===== config.mk =====
export PLATFORM = sky130hd
export DESIGN_NAME = oam_dma_ctrl
export DESIGN_NICKNAME = d
export VERILOG_FILES = /design/src/rtl/nes_bus_pkg.sv /design/src/rtl/oam_dma_ctrl.sv
export SDC_FILE = /design/constraint.sdc
export NUM_CORES = 1
export LEC_CHECK = 0
export BUFFER_PORTS_ARGS = -buffer_cell sky130_fd_sc_hd__buf_4
export CORE_ASPECT_RATIO = 0.8
export CORE_MARGIN = 3
export CORE_UTILIZATION = 50
export DETAILED_ROUTE_END_ITERATION = 8
export GPL_ROUTABILITY_DRIVEN = 0
export PLACE_DENSITY = 0.95
export SLEW_MARGIN = 20
export SYNTH_ARGS = -nofsm -noshare
export SYNTH_HDL_FRONTEND = slang
export SYNTH_SLANG_ARGS = --single-unit
export TNS_END_PERCENT = 5

===== constraint.sdc =====
create_clock -name CLK -period 3 [get_ports CLK]
set_clock_uncertainty 0.15 [all_clocks]
set_input_delay 0.45 -clock CLK [delete_from_list [all_inputs] [get_ports CLK]]
set_output_delay 0.45 -clock CLK [all_outputs]
set_load 0.02 [all_outputs]

===== src/rtl/nes_bus_pkg.sv =====
// rtl/nes_bus_pkg.sv - CPU bus address constants and OAM DMA state encoding
//
// Shared by the CPU-bus blocks. Exports:
//   NES_OAMDMA_ADDR   CPU address whose write launches a sprite DMA ($4014)
//   NES_OAMDATA_ADDR  PPU OAMDATA register written once per byte ($2004)
//   NES_OAM_XFER_LEN  bytes copied per DMA
//   oam_dma_state_t   sequencer states
package nes_bus_pkg;

    localparam logic [15:0] NES_OAMDMA_ADDR  = 16'h4014;
    localparam logic [15:0] NES_OAMDATA_ADDR = 16'h2004;
    localparam int          NES_OAM_XFER_LEN = 256;

    typedef enum logic [2:0] {
        IDLE  = 3'd0,
        HALT  = 3'd1,
        ALIGN = 3'd2,
        READ  = 3'd3,
        WRITE = 3'd4,
        DONE  = 3'd5
    } oam_dma_state_t;

endpackage


===== src/rtl/oam_dma_ctrl.sv =====
// rtl/oam_dma_ctrl.sv - sprite OAM DMA sequencer for the CPU bus
//
// A CPU write to DMA_REG_ADDR halts the CPU, then the block owns the bus and
// copies XFER_LEN bytes from page {CPU_DATA_OUT,8'h00} to OAM_DATA_ADDR as
// alternating read/write cycles, and finally releases the bus.
//
// Build option: OAM_DMA_ALIGN_EN
//   defined   - a parity register tracks get/put cycles; a HALT that lands on
//               parity 0 inserts one dummy ALIGN read (513 or 514 halt cycles)
//   undefined - no parity, no ALIGN; HALT always goes to READ (513 cycles)
//
// Ports:
//   CLK, RESET          CPU clock, synchronous active-high reset
//   CPU_ENABLE          trigger qualifier from the top level
//   CPU_ADDR/CPU_RW_n   CPU bus cycle being observed for the trigger
//   CPU_DATA_OUT        CPU write data, source page number
//   DMA_DATA_IN         selected bus read data returned during READ
//   CPU_HALT            stall request; top gates CPU enable with ~CPU_HALT
//   DMA_ACTIVE          top muxes DMA_ADDR/DMA_RW_n/DMA_DATA_OUT onto the bus
//   DMA_ADDR/DMA_RW_n/DMA_DATA_OUT  bus cycle driven by the sequencer
//   DMA_DONE            one-cycle pulse after the final OAMDATA write
module oam_dma_ctrl
    import nes_bus_pkg::*;
#(
    parameter logic [15:0] DMA_REG_ADDR  = NES_OAMDMA_ADDR,
    parameter logic [15:0] OAM_DATA_ADDR = NES_OAMDATA_ADDR,
    parameter int          XFER_LEN      = NES_OAM_XFER_LEN
) (
    input  logic        CLK,
    input  logic        RESET,
    input  logic        CPU_ENABLE,
    input  logic [15:0] CPU_ADDR,
    input  logic [7:0]  CPU_DATA_OUT,
    input  logic        CPU_RW_n,
    input  logic [7:0]  DMA_DATA_IN,
    output logic        CPU_HALT,
    output logic        DMA_ACTIVE,
    output logic [15:0] DMA_ADDR,
    output logic        DMA_RW_n,
    output logic [7:0]  DMA_DATA_OUT,
    output logic        DMA_DONE
);

    localparam logic [7:0] LAST_IDX = 8'(XFER_LEN - 1);

    oam_dma_state_t state_q, state_d;
    logic [7:0]     page_q;
    logic [7:0]     idx_q;
    logic [7:0]     latch_q;
    logic           trigger;
    logic           last_byte;

`ifdef OAM_DMA_ALIGN_EN
    // Free-running get/put phase; reads are only allowed on parity 0.
    logic parity_q;
`endif

    // Only IDLE accepts a launch; once halted the CPU cannot issue another.
    assign trigger   = (state_q == IDLE) && CPU_ENABLE && !CPU_RW_n
                       && (CPU_ADDR == DMA_REG_ADDR);
    assign last_byte = (idx_q == LAST_IDX);

    always_ff @(posedge CLK) begin
        if (RESET) begin
            state_q <= IDLE;
            page_q  <= 8'h00;
            idx_q   <= 8'h00;
            latch_q <= 8'h00;
`ifdef OAM_DMA_ALIGN_EN
            parity_q <= 1'b0;
`endif
        end else begin
            state_q <= state_d;
`ifdef OAM_DMA_ALIGN_EN
            parity_q <= ~parity_q;
`endif
            if (trigger) begin
                page_q <= CPU_DATA_OUT;
                idx_q  <= 8'h00;
            end
            if (state_q == READ) begin
                latch_q <= DMA_DATA_IN;
            end
            // idx stops at the last byte so the address never leaves the page.
            if ((state_q == WRITE) && !last_byte) begin
                idx_q <= idx_q + 8'd1;
            end
        end
    end

    always_comb begin
        state_d      = state_q;
        CPU_HALT     = 1'b0;
        DMA_ACTIVE   = 1'b0;
        DMA_ADDR     = 16'h0000;
        DMA_RW_n     = 1'b1;
        DMA_DATA_OUT = 8'h00;
        DMA_DONE     = 1'b0;

        case (state_q)
            IDLE: begin
                if (trigger) begin
                    state_d = HALT;
                end
            end
            HALT: begin
                // CPU is still completing its write to the DMA register.
                CPU_HALT = 1'b1;
`ifdef OAM_DMA_ALIGN_EN
                state_d = parity_q ? READ : ALIGN;
`else
                state_d = READ;
`endif
            end
            ALIGN: begin
                // Dummy read to land the first real read on a get cycle.
                CPU_HALT   = 1'b1;
                DMA_ACTIVE = 1'b1;
                DMA_ADDR   = {page_q, idx_q};
                state_d    = READ;
            end
            READ: begin
                CPU_HALT   = 1'b1;
                DMA_ACTIVE = 1'b1;
                DMA_ADDR   = {page_q, idx_q};
                state_d    = WRITE;
            end
            WRITE: begin
                CPU_HALT     = 1'b1;
                DMA_ACTIVE   = 1'b1;
                DMA_RW_n     = 1'b0;
                DMA_ADDR     = OAM_DATA_ADDR;
                DMA_DATA_OUT = latch_q;
                state_d      = last_byte ? DONE : READ;
            end
            DONE: begin
                DMA_DONE = 1'b1;
                state_d  = IDLE;
            end
            default: begin
                state_d = IDLE;
            end
        endcase
    end

endmodule


==> key figures <==
Drt
  – Residual DRC: 0
  – Via Count: 1586
  – Final ANT Viol Nets: 0
  – Final WL: 3916 µm
  – 1st-iter DRT viols: 117
  – Routed WL per cell: 14.24 µm
  – First-pass detailed-route iteration total: 4
  – Vias per cell: ~5.8

Finish
  – N_diodes: 0
  – Commonest non-fill, non-tap cells in the layout: buf_4 (63), dfxtp_1 (27), a21oi_1 (21)
  – Most common cell after layout, fill and taps aside: buf_4
  – Share of layout cells above drive strength 1: 31.80%
  – Final #Nets: 277
  – Syn-to-layout area delta: 32.94%

Clock network
  – Worst skew pair latency: about 0.27 ns
  – Clock Path Buffers: 2
  – PostCTS Resize Cnt: 0
  – H-tree levels: 1
  – Reg clk slew, reported paths: 0.09 ns
  – CTS buffer count: 3
  – CTS tree: yes
  – Clock net sink count: 27
  – Root buf cell: clkbuf_8
  – Setup repair bufs after CTS: 0
  – Hold-fix buffers, CTS: 0

Critical path
  – CP startpoint: state_q[2]$_SDFFE_PP0P_
  – Crit Path Class: flop to output pin
  – CP Data Arrival Time: 1.90 ns
  – Worst reg2reg endpoint: idx_q[6]$_SDFFE_PP0P_
  – FF-to-FF setup slack: 0.86 ns
  – Cell chain of the critical path: and2b_1 > or2_2 > buf_4
  – RR Startpoint: state_q[0]$_SDFFE_PP0P_
  – Req. time, crit path: 2.40 ns
  – Crit path launch type: flop
  – Setup crit end kind: output pin
  – Critical path capture point: DMA_ACTIVE
  – Worst path slowest cell: dfxtp_1
  – FF-to-FF path depth: 4
  – Crit Path Max Fanout: 27
  – Slowest cell delay on critical path: 0.58 ns

STA
  – Hold Slack: 0.2758 ns
  – Slew Limit Fails: 0
  – Worst-margin pin slew: 0.7277 ns
  – Slew HR: 51.49%
  – Setup-failing EPs final: 0
  – Min Clock Period, post-route: between 2 and 3 ns
  – Max Freq: roughly 400 MHz
  – Final worst-path cycle share: 83.41%
  – Setup Total Neg Slack: 0 ns
  – Final hold viol count: 0
  – RSZ-0062 raised after global routing: false

Die
  – Core Area: around 2600 µm²
  – Die Ht: 54.56 µm
  – Die Span X: roughly 67 µm
  – FP Rows: 16
  – Die Area: roughly 3600 µm²
  – Ports: 64
  – Starting density of the core: 56.20%

Placed design
  – Port Buffers: 63
  – Detailed Place HPWL: roughly 2900 µm

Synthesis
  – Flops & latches, synth: 27
  – Count of different cell masters after synthesis: between 40 and 50
  – Mapped cell area: 1474 µm²
  – Fraction of registers with async set/reset: 0%
  – Synth warnings: 0
  – Average size of a mapped cell: 7.840 µm²
  – Syn Nets: 225
  – EDFF count, synth: 0
  – Mapped Cells: 188
  – Post-synth top flop: dfxtp_1
  – Sequential share of the synthesized area: 36.67%

Power
  – Leakage power: 0.8140 nW
  – VDD IR max: 0.3006 mV
  – Total Power: 0.0007089 W
  – Pwr/cell area: between 300 and 400 nW/µm²

GRT
  – Gr usage total: between 20% and 30%
  – Overflow after GRT: 0
  – Largest net degree at the start of global routing: 30
  – Initial antenna violation count: 0
  – Vias in the first global route: between 1000 and 1500
  – First-pass GRT wire length: 6099 µm

Outcome
  – Status: completed

Worst hold path
  – Worst Hold Class: input port to flop

Run
  – # Max-Cap Violations: 0
-- critical path: cells and delay by family, from the launching register on --
kind / cells / cell delay [ns]
simple gates: 2 / 0.88
flops: 1 / 0.58
buf+inv: 1 / 0.16
-- metal layers --
layer	track usage, %	vias to the layer above	share of wire (%)
met5	0	-	0
met4	5.068	0	0.87
met3	7.187	4	11
met2	37.01	80	46
met1	28.61	721	42
li1	-	781	-
-- cell families after synthesis --
kind of cell	after synthesis	synth area share, %
compound gates	49	21.31
xor+xnor	1	0.5943
fa+ha+maj	1	0.8488
buf+inv	19	6.281
flops	27	36.67
simple gates	91	34.30
-- Yosys cell counts (all sizes together), types with 2 or more instances --
cell,number,share of area [%]
dfxtp,27,37
a21oi,21,7.1
nand2,19,4.8
nand3,19,6.5
and2,14,5.9
o21ai,13,4.9
clkbuf,11,2.8
and3,10,4.2
nor2,7,1.8
buf,5,2.5
nor3,5,2.8
a311oi,4,2.4
inv,3,0.93
nand4,3,1.3
a31oi,2,1.3
nand2b,2,0.85
nor4,2,0.85
o221ai,2,1.2
or3,2,0.85
-- flip-flops by register name, summed over array words and instances (netlist names) --
signal and flops:
latch_q 8, page_q 8, idx_q 8, state_q 3
-- power by group --
group / internal (W) / total (W) / leakage (nW) / switching (W)
combinational: 0.0000561 / 0.000121 / 0.571 / 0.0000647
sequential: 0.000365 / 0.000382 / 0.218 / 0.0000171
clock: 0.0000932 / 0.000206 / 0.0255 / 0.000113
total: 0.000514 / 0.000709 / 0.814 / 0.000195
-- area by class of cell --
class	count	area [µm²]
clock buffers	3	41.29
clock inverters	1	5.005
fillers	212	663.1
inverters	3	13.76
multi-input cells	142	840.8
flip-flops and latches	27	540.5
well taps	36	45.04
repair buffers	63	473.0
-- stage by stage --
step | cell area, µm² | setup WS [ns] | util (%) | cells
floorplan | 1474 | 1.114 | - | 188
global placement | 1913 | 0.8389 | 72.95 | 271
detailed placement | 1913 | 0.8089 | 72.95 | 271
CTS | 1959 | 0.4954 | 74.71 | 275
global route | 1959 | 0.3557 | 74.71 | 275
finish | 1959 | 0.4978 | 74.71 | 275
-- how the worst min path moves through the flow --
stage	end	cells past startpoint	start	slack, ns
4_1_cts	page_q[1]$_SDFFE_PP0P_	3	CPU_DATA_OUT[1]	0.28
6_report	page_q[1]$_SDFFE_PP0P_	3	CPU_DATA_OUT[1]	0.28
3_3_place_gp	latch_q[7]$_SDFFE_PP0N_	2	latch_q[7]$_SDFFE_PP0N_	0.29
2_1_floorplan	latch_q[0]$_SDFFE_PP0N_	2	latch_q[0]$_SDFFE_PP0N_	0.28
3_5_place_dp	latch_q[3]$_SDFFE_PP0N_	2	latch_q[3]$_SDFFE_PP0N_	0.29
5_1_grt	page_q[1]$_SDFFE_PP0P_	3	CPU_DATA_OUT[1]	0.28
Note: power is estimated with default switching activity, not from simulation.
